`src/rtl/yinteg_pkg.sv`:
```
// yinteg_pkg: shared types, sizing helpers and part arithmetic
// for the Y-matrix read-modify-write engine.
package yinteg_pkg;

  localparam int IDX_W    = 16;
  localparam int PART_MAX = 64;

  typedef logic signed [PART_MAX-1:0] part_t;

  typedef enum logic [2:0] {
    IDLE,
    RD,
    CAP,
    FWD,
    WR
  } state_t;

  // Parts are held sign-extended so one record type fits any REAL_W.
  typedef struct packed {
    logic [IDX_W-1:0] row;
    logic [IDX_W-1:0] col;
    part_t            re;
    part_t            im;
    logic             last;
  } chgRec_t;

  function automatic int elemW(input int realW);
    return 2 * realW;
  endfunction

  function automatic int recW(input int realW);
    return 2 * IDX_W + 2 * realW + 1;
  endfunction

  // Operands are sign-extended w-bit values; result likewise.
  function automatic part_t sat_add(
    input part_t a,
    input part_t b,
    input logic  sat,
    input int    w
  );
    logic signed [PART_MAX:0] s;
    logic signed [PART_MAX:0] hi;
    logic signed [PART_MAX:0] lo;
    part_t t;
    s  = {a[PART_MAX-1], a} + {b[PART_MAX-1], b};
    hi = (65'sd1 <<< (w - 1)) - 65'sd1;
    lo = -(65'sd1 <<< (w - 1));
    if (sat && (s > hi)) begin
      t = hi[PART_MAX-1:0];
    end else if (sat && (s < lo)) begin
      t = lo[PART_MAX-1:0];
    end else begin
      t = part_t'(s[PART_MAX-1:0] << (PART_MAX - w)) >>> (PART_MAX - w);
    end
    return t;
  endfunction

endpackage

```
`src/rtl/yinteg_chg_fifo.sv`:
```
// yinteg_chg_fifo: synchronous FIFO of packed change records
// with wrap-bit pointers for full/empty detection.
module yinteg_chg_fifo #(
  parameter int W     = 8,
  parameter int DEPTH = 4
) (
  input  logic         clock,
  input  logic         reset,
  input  logic         pushEn,
  input  logic [W-1:0] pushData,
  input  logic         popEn,
  output logic [W-1:0] popData,
  output logic         full,
  output logic         empty
);

  localparam int PW = $clog2(DEPTH);

  logic [PW:0]  wrPtr;
  logic [PW:0]  rdPtr;
  logic [W-1:0] store [DEPTH];

  assign empty   = (wrPtr == rdPtr);
  assign full    = (wrPtr[PW] != rdPtr[PW]) &&
                   (wrPtr[PW-1:0] == rdPtr[PW-1:0]);
  assign popData = store[rdPtr[PW-1:0]];

  always_ff @(posedge clock or posedge reset) begin
    if (reset) begin
      wrPtr <= '0;
      rdPtr <= '0;
    end else begin
      if (pushEn && !full) wrPtr <= wrPtr + (PW+1)'(1);
      if (popEn && !empty) rdPtr <= rdPtr + (PW+1)'(1);
    end
  end

  always_ff @(posedge clock) begin
    if (pushEn && !full) store[wrPtr[PW-1:0]] <= pushData;
  end

endmodule

```
`src/rtl/yinteg_rmw_engine.sv`:
```
// yinteg_rmw_engine: buffers admittance change records and applies
// each as a complex add into one packed Y-memory row.
module yinteg_rmw_engine
  import yinteg_pkg::*;
#(
  parameter int N_ROWS     = 16,
  parameter int N_COLS     = 16,
  parameter int REAL_W     = 24,
  parameter int ADDR_W     = 8,
  parameter int FIFO_DEPTH = 4,
  parameter int SAT        = 1
) (
  input  logic                           clock,
  input  logic                           reset,
  input  logic                           chg_valid,
  output logic                           chg_ready,
  input  logic [15:0]                    chg_row,
  input  logic [15:0]                    chg_col,
  input  logic [REAL_W-1:0]              chg_real,
  input  logic [REAL_W-1:0]              chg_img,
  input  logic                           chg_last,
  output logic                           mem_rd_en,
  output logic [ADDR_W-1:0]              mem_rd_addr,
  input  logic [N_COLS*2*REAL_W-1:0]     mem_rd_data,
  output logic                           mem_wr_en,
  output logic [ADDR_W-1:0]              mem_wr_addr,
  output logic [N_COLS*2*REAL_W-1:0]     mem_wr_data,
  output logic                           upd_done,
  output logic                           batch_done,
  output logic                           err_range,
  output logic [2*REAL_W-1:0]            op_yval,
  output logic [15:0]                    upd_count
);

  localparam int   EW     = elemW(REAL_W);
  localparam int   ROW_W  = N_COLS * EW;
  localparam int   REC_W  = recW(REAL_W);
  localparam logic SAT_ON = (SAT != 0);

  state_t state;
  state_t nxt;
  chgRec_t cur;
  chgRec_t head;

  logic [REC_W-1:0] pushRec;
  logic [REC_W-1:0] headRec;
  logic full;
  logic empty;
  logic pop;
  logic oor;
  logic hit;
  logic holdVld;
  logic [IDX_W-1:0] holdRow;
  logic [ROW_W-1:0] rowReg;
  logic [ROW_W-1:0] baseRow;
  logic [ROW_W-1:0] newRow;
  logic [EW-1:0] oldEl;
  logic [EW-1:0] newEl;
  logic [EW-1:0] yval;
  logic [15:0] cnt;
  logic signed [REAL_W-1:0] oRe;
  logic signed [REAL_W-1:0] oIm;
  logic signed [REAL_W-1:0] sRe;
  logic signed [REAL_W-1:0] sIm;

  assign chg_ready = !reset && !full;
  assign pushRec   = {chg_row, chg_col, chg_real, chg_img, chg_last};

  yinteg_chg_fifo #(
    .W     (REC_W),
    .DEPTH (FIFO_DEPTH)
  ) uFifo (
    .clock    (clock),
    .reset    (reset),
    .pushEn   (chg_valid && chg_ready),
    .pushData (pushRec),
    .popEn    (pop),
    .popData  (headRec),
    .full     (full),
    .empty    (empty)
  );

  always_comb begin
    head.row  = headRec[REC_W-1 -: IDX_W];
    head.col  = headRec[REC_W-1-IDX_W -: IDX_W];
    head.re   = part_t'($signed(headRec[2*REAL_W -: REAL_W]));
    head.im   = part_t'($signed(headRec[REAL_W -: REAL_W]));
    head.last = headRec[0];
  end

  assign oor = (32'(head.row) >= 32'(N_ROWS)) ||
               (32'(head.col) >= 32'(N_COLS));
  assign hit = holdVld && (head.row == holdRow);

  always_ff @(posedge clock or posedge reset) begin
    if (reset) state <= IDLE;
    else       state <= nxt;
  end

  always_comb begin
    nxt        = state;
    pop        = 1'b0;
    err_range  = 1'b0;
    batch_done = 1'b0;
    mem_rd_en  = 1'b0;
    mem_wr_en  = 1'b0;
    upd_done   = 1'b0;
    unique case (state)
      IDLE: begin
        if (!empty) begin
          pop = 1'b1;
          if (oor) begin
            err_range  = 1'b1;
            batch_done = head.last;
          end else begin
            nxt = hit ? FWD : RD;
          end
        end
      end
      RD: begin
        mem_rd_en = 1'b1;
        nxt       = CAP;
      end
      CAP: nxt = WR;
      FWD: nxt = WR;
      WR: begin
        mem_wr_en  = 1'b1;
        upd_done   = 1'b1;
        batch_done = cur.last;
        nxt        = IDLE;
      end
      default: nxt = IDLE;
    endcase
  end

  // CAP merges into fresh read data; FWD merges into the held row.
  always_comb begin
    baseRow = (state == CAP) ? mem_rd_data : rowReg;
    oldEl   = baseRow[cur.col*EW +: EW];
    oRe     = oldEl[EW-1 -: REAL_W];
    oIm     = oldEl[REAL_W-1:0];
    sRe     = REAL_W'(sat_add(part_t'(oRe), cur.re, SAT_ON, REAL_W));
    sIm     = REAL_W'(sat_add(part_t'(oIm), cur.im, SAT_ON, REAL_W));
    newEl   = {sRe, sIm};
    newRow  = baseRow;
    newRow[cur.col*EW +: EW] = newEl;
  end

  always_ff @(posedge clock or posedge reset) begin
    if (reset) begin
      cur     <= '0;
      holdVld <= 1'b0;
      holdRow <= '0;
      rowReg  <= '0;
      yval    <= '0;
      cnt     <= '0;
    end else begin
      if (pop && !oor) cur <= head;
      if (pop && oor) holdVld <= 1'b0;
      if ((state == CAP) || (state == FWD)) rowReg <= newRow;
      if (state == WR) begin
        cnt     <= cnt + 16'd1;
        yval    <= rowReg[cur.col*EW +: EW];
        holdVld <= 1'b1;
        holdRow <= cur.row;
      end
    end
  end

  assign mem_rd_addr = cur.row[ADDR_W-1:0];
  assign mem_wr_addr = cur.row[ADDR_W-1:0];
  assign mem_wr_data = rowReg;
  assign op_yval     = yval;
  assign upd_count   = cnt;

endmodule

```
`config.mk`:
```
export PLATFORM = sky130hd
export DESIGN_NAME = yinteg_rmw_engine
export DESIGN_NICKNAME = d
export VERILOG_FILES = /design/src/rtl/yinteg_pkg.sv /design/src/rtl/yinteg_chg_fifo.sv /design/src/rtl/yinteg_rmw_engine.sv
export SDC_FILE = /design/constraint.sdc
export NUM_CORES = 2
export LEC_CHECK = 0
export ABC_AREA = 1
export BUFFER_PORTS_ARGS = -buffer_cell sky130_fd_sc_hd__buf_2
export CORE_AREA = 3 3 660 662
export CTS_BUF_LIST = sky130_fd_sc_hd__clkbuf_16
export DETAILED_ROUTE_END_ITERATION = 16
export DIE_AREA = 0 0 663 665
export PLACE_DENSITY = 0.42
export SYNTH_ARGS = -nofsm -noshare
export SYNTH_HDL_FRONTEND = slang
export SYNTH_SLANG_ARGS = --single-unit
```
`constraint.sdc`:
```
create_clock -name clock -period 41.2 [get_ports clock]
set_clock_uncertainty 0.2 [all_clocks]
set_input_delay 4.12 -clock clock [delete_from_list [all_inputs] [get_ports clock]]
set_output_delay 4.12 -clock clock [all_outputs]
set_load 0.005 [all_outputs]
```
Word level (Yosys, flattened, before mapping)
Memory sizes are Yosys's and may differ from the RTL's.
Index checks and enable logic that the tools add are counted.
{"block": "totals", "wordCells": 83, "mem_count": 1, "regBits": 939, "ram_bits": 324, "output_inout_bits": 854, "in_bits": 852}
{"memory": "uFifo.store", "depth": 4, "word_bits": 81, "rd": 1, "rd_clocked_by_memory_dff": 0, "wr": 1, "line": "yinteg_chg_fifo.sv:21", "text": "logic [W-1:0] store [DEPTH];"}
{"block": "classes", "mul": 1, "magnitude_cmp": 6, "n_eq_ne": 10, "n_shift": 4, "muxes": 24, "reduce_logical": 18, "n_addsub": 6}
{"operator": "indexed part select 768 x 23 -> 48 bit", "n": 2}
{"operator": "bitwise mux 768 bit", "n": 1}
{"operator": "two-way mux 768 bit", "n": 1}
{"operator": "variable shift 48 x 34 -> 768 bit (first input constant)", "n": 1}
{"operator": "indexed part select 48 x 34 -> 768 bit", "n": 1}
{"operator": "two-way mux 24 bit", "n": 4}
{"operator": "adder 24 x 24 -> 25 bit", "n": 2}
{"operator": "> comparator 25 x 24 -> 1 bit (second input constant)", "n": 2}
{"operator": "< comparator 25 x 24 -> 1 bit (second input constant)", "n": 2}
{"operator": "negator 22 -> 34 bit", "n": 1}
{"operator": "greater-or-equal comparator 16 x 5 -> 1 bit (second input constant)", "n": 2}
{"operator": "multiplier 16 x 2 -> 18 bit (second input constant)", "n": 1}
{"operator": "adder 16 x 1 -> 16 bit (second input constant)", "n": 1}
{"operator": "equality test 16 bit", "n": 1}
{"operator": "two-way mux 1 bit", "n": 13}
{"operator": "one-hot mux 3 bit (3 select lines)", "n": 1}
{"operator": "logical AND 1 bit", "n": 8}
{"operator": "adder 3 x 1 -> 3 bit (second input constant)", "n": 2}
{"operator": "equality test 3 x 2 -> 1 bit (second input constant)", "n": 2}
{"operator": "two-way mux 3 bit", "n": 2}
{"operator": "logical NOT 1 bit", "n": 4}
{"operator": "!= test 2 bit (second input constant)", "n": 2}
{"operator": "equality test 3 x 1 -> 1 bit (second input constant)", "n": 1}
{"operator": "equality test 3 bit", "n": 1}
{"operator": "other kinds (10)", "n": 11}

Logic depth before layout (Yosys ltp)
{"block": "logic_depth", "depth_word": 9, "depth_mapped": 42, "ltp_nobuf": 38}

Modules after synthesis
Synthesis repeated with hierarchy kept, for this count alone.
{"block": "hier_totals", "hier_cells": 12458, "area_unflattened_um2": 85792.3}
{"mod": "yinteg_rmw_engine", "seq_area_each_um2": 23347.4, "area_each_um2": 73389.1, "cells_per_inst": 11614, "instances": 1}
{"mod": "yinteg_chg_fifo", "seq_area_each_um2": 9879.5, "area_each_um2": 12403.1, "cells_per_inst": 844, "instances": 1}

Worst setup path before layout
No wires, ideal clock.
{"block": "synth_timing", "kind": "in2reg", "startpoint": "input reset", "endpoint": "memory uFifo.store[3][0] (netlist name), enable pin", "setup_slack_ps": 11290, "cell_stages": 5, "t_required_ps": 40476, "setup_time_ps": 524, "n_path_buf": 0, "arrival_time_ps": 29185, "cell_sequence": "inv_1 o21ai_0 inv_1 nand2_1 nor2_1"}
{"block": "synth_between", "elab_chain_cells": 6}
{"element": "from (decl)", "line": "yinteg_rmw_engine.sv:14", "text": "input logic reset,"}
{"element": "logical NOT 1 bit (no line)"}
{"element": "logical AND 1 bit", "line": "yinteg_rmw_engine.sv:66", "text": "assign chg_ready = !reset && !full;"}
{"element": "via chg_ready", "line": "yinteg_rmw_engine.sv:16", "text": "output logic chg_ready,"}
{"element": "logical AND 1 bit", "line": "yinteg_rmw_engine.sv:75", "text": ".pushEn (chg_valid && chg_ready),"}
{"element": "logical AND 1 bit", "line": "yinteg_chg_fifo.sv:39", "text": "if (pushEn && !full) store[wrPtr[PW-1:0]] <= pushData;"}
{"element": "two-way mux 1 bit", "line": "yinteg_chg_fifo.sv:39"}
{"element": "two-way mux 1 bit (not written as such)", "line": "yinteg_chg_fifo.sv:39"}
{"element": "to (decl)", "line": "yinteg_chg_fifo.sv:21"}
The timed path passes the listed nets, and every way through them passes these cells.

Final worst setup path
{"block": "layout_timing", "startpoint": "register state[1]", "endpoint": "register rowReg[589] (netlist: mem_wr_data[589])"}
{"block": "layout_between", "elab_chain_cells": 9, "word_cells_on_any_way": 17, "classes_between": "add/sub (2); order compare (4); eq/ne (2); shift (2); mux (6); reduce/logical (1)"}
{"element": "from (decl)", "line": "yinteg_rmw_engine.sv:40", "text": "state_t state;"}
{"element": "from (signal assigned)", "line": "yinteg_rmw_engine.sv:97", "text": "else state <= nxt;"}
{"element": "equality test 3 x 2 -> 1 bit", "line": "yinteg_rmw_engine.sv:138, yinteg_rmw_engine.sv:160"}
{"element": "two-way mux 768 bit", "line": "yinteg_rmw_engine.sv:138", "text": "baseRow = (state == CAP) ? mem_rd_data : rowReg;"}
{"element": "indexed part select 768 x 23 -> 48 bit", "line": "yinteg_rmw_engine.sv:139", "text": "oldEl = baseRow[cur.col*EW +: EW];"}
{"element": "adder 24 x 24 -> 25 bit", "line": "yinteg_pkg.sv:46", "text": "s = {a[PART_MAX-1], a} + {b[PART_MAX-1], b};"}
{"element": "< comparator 25 x 24 -> 1 bit", "line": "yinteg_pkg.sv:51", "text": "end else if (sat && (s < lo)) begin"}
{"element": "two-way mux 24 bit", "line": "yinteg_pkg.sv:51"}
{"element": "two-way mux 24 bit", "line": "yinteg_pkg.sv:49", "text": "if (sat && (s > hi)) begin"}
{"element": "indexed part select 48 x 34 -> 768 bit", "line": "yinteg_rmw_engine.sv:146", "text": "newRow[cur.col*EW +: EW] = newEl;"}
{"element": "bitwise mux 768 bit", "line": "yinteg_rmw_engine.sv:146"}
{"element": "to (signal assigned)", "line": "yinteg_rmw_engine.sv:160", "text": "if ((state == CAP) || (state == FWD)) rowReg <= newRow;"}
{"element": "to (decl)", "line": "yinteg_rmw_engine.sv:54", "text": "logic [ROW_W-1:0] rowReg;"}
Several ways; a longest one is shown, not always the timed one.
A chain may end at the register's enable or synchronous reset.

==> reports/results.txt <==
PortBufs -> 1,705
HP Class -> reg -> reg
Relative slew slack -> -8.34%
Setup ws final -> 29,660 ps
Reg2reg path depth -> 36
RSZ-0062 raised after global routing -> false
Die ar. -> 0.441 mm²
Share of flip-flops with an asynchronous set or reset -> 74.3%
Smallest hold slack -> 269 ps
Hold_buf cts -> 0
Crit path kind -> reg -> reg
Pwr/cell area -> 31.4 mW/mm²
Vias in the first global route -> 96,900
CTS resizes -> 0
Post-route ant nets -> 0
CTS Sinks -> 1,263
DRC -> 0
LEAKAGE -> 44.9 nW
Num CTS Buffers -> 181
Chip width -> 663 µm
Final Core Density -> 24.9%
Share of Yosys cell area claimed by the top area cell type -> 27.5%
Worst-path clk slew -> 60 ps
Die height -> 665 µm
DR vias -> 109,000
Status -> finished with violations
Peak VDD IR -> 0.0000334 V
Crit Path Max Fanout -> 182
CTS tree -> yes
Most frequent cells in the layout -> 3,347 x nand2_1, 1,904 x o21ai_0, 1,705 x buf_2, 1,402 x nand3_1, 933 x dfrtp_1
Period utilisation layout -> 28.0%
Post-DR vias/cell -> 5.56
Most common cell after layout, fill and taps aside -> nand2_1
Most common flop cell mapped by yosys -> dfrtp_1
Initial Util -> 19.8%
Clk root buf -> clkbuf_16
Top cells by area, synth -> dfrtp_1 28%, nand2_1 15%, edfxtp_1 11%
Post-DP HPWL -> 697 mm
Critical path's largest stage delay -> 1150 ps
Iter 0 DRT Violations -> 17,300
M1 GR Usage -> 47.0%
GR Util met3 -> 13.2%
Hold Crit Depth -> 2
TNS Setup -> 0 ps
Share of cells above drive strength 1 -> 18.4%
WP data arrival -> 12,140 ps
Initial antenna violation count -> 338
Detailed Routing Iterations Pass 1 -> 9
CP dominant cell by count -> nand2_1
Slew Viols, Final -> 5
First-pass GRT wire length -> 1100 mm
Min cycle time layout -> 11,540 ps
Area Overhead vs Synth -> 25.5%
Register area share after synthesis -> 38.9%
Critical Path End Type -> flip-flop
YS warnings -> 0
Final #Nets -> 14,400
Yosys reg bits -> 1,263
Startpoint Class -> flip-flop
Worst reg-to-reg setup slack -> 29,660 ps
Slowest stage cell, crit path -> nor2_2
DRT Wirelength -> 881 mm
Worst Path Required -> 41,800 ps
Mapped Cells -> 12,300
Final Hold Fails -> 0
Max-cap violations -> 3
Mapped Area -> 0.0853 mm²
Dpl ws -> 29,560 ps
Final Setup Violations -> 0
Violated checks -> max-capacitance violations, max-slew violations
GR peak layer -> met2
IO Count -> 1,706
Fmax achieved -> 86.6 MHz
Syn_nets -> 13,200
Grt ovf -> 0
Avg WL per Cell -> 45.0 µm
Worst skew pair latency -> 950 ps
Synthesized area per cell -> 6.96 µm²
GRT Resource Usage Total -> 38.1%
Distinct cells, synth -> 61
Largest net degree at the start of global routing -> 183
Core Region -> 0.430 mm²
CTS max path bufs -> 4
Setup bufs post-CTS -> 0
Post-synth EDFFs -> 324
Worst-margin pin slew -> 1600 ps
Placer congestion estimate -> 1.04
CTS H-tree depth -> 4
Row count -> 241
Largest area contributor in the netlist -> dfrtp_1
Met2 Use GR -> 52.1%
## synthesized netlist by cell type, types with 11 or more instances
library cell	n
a211oi_1	36
nand2_1	3352
nor2_1	447
mux2_2	52
ha_1	72
o21ai_0	1934
xor2_1	54
a31oi_1	13
buf_2	58
nand3_1	1412
inv_1	814
buf_4	22
a32o_1	16
o211ai_1	151
a22o_1	26
dfrtp_1	939
buf_1	146
nand4_1	120
mux2i_1	227
xnor2_1	20
o21ai_1	12
clkbuf_1	782
a21oi_1	873
o22ai_1	106
nor3_1	27
o311ai_0	93
edfxtp_1	324
a22oi_1	21
nor4_1	11
## where the power goes
group / switching [W] / internal (W)
Combinational: 0.000288 / 0.000107
Sequential: 0.0000233 / 0.00133
Clock: 0.000716 / 0.000902
## per-stage QoR
stage	cell area (µm²)	power, W	cells
after global routing	107000	0.00347	19400
after floorplan	85300	0.00157	12300
after global placement	101000	0.00178	19000
final	107000	0.00337	19600
after CTS	106000	0.00340	19300
after detailed placement	101000	0.00178	19000
## worst paths after layout
check                         start          endpoint
max in group asynchronous     reset   mem_wr_data[56]
setup / recovery           state[1]  mem_wr_data[589]
min in group asynchronous     reset       op_yval[32]
setup reg to reg           state[1]  mem_wr_data[589]
hold / removal             cur[159]       holdRow[14]
hold reg to reg            cur[159]       holdRow[14]
## logic make-up after synthesis
kind of cell,count (synthesis),share of synthesized area (%)
xor+xnor,74,0.760
mux,279,3.35
flops,1263,38.9
compound gates,3328,21.1
buf+inv,1839,8.27
fa+ha+maj,75,1.13
simple gates,5403,26.4
## critical path: cells and delay by family (launching register included)
kind	cells	cell delay [ps]
adders and majority gates	1	310
buffers and inverters	10	3580
DFF	1	370
AOI/OAI and AO/OA	5	1520
and+or+nand+nor	20	5020
## final cells by class
cell class | count | area [µm²]
clock inverter | 138 | 1060
sequential | 1263 | 33200
tap | 5710 | 7140
fill | 48700 | 323000
antenna | 262 | 656
clock buffer | 187 | 4680
inverter | 831 | 3180
timing repair buffer | 2043 | 11300
multi-input combinational | 9159 | 45700
## metal layers
metal  up-vias  wire length, µm
met5         -             1070
met4       156            89600
met3      2004            98700
met2      8062           349000
met1     54200           343000
li1      44600                -
## registers in the layout, indices dropped and copies added (netlist names)
name and count:
op_yval 48, holdVld 1, holdRow 16, state 3
mem_rd_addr 8, mem_wr_data 768, uFifo.rdPtr 3, uFifo.store 324
cur 73, upd_count 16, uFifo.wrPtr 3
No activity file was read; power rests on OpenSTA's default activity.
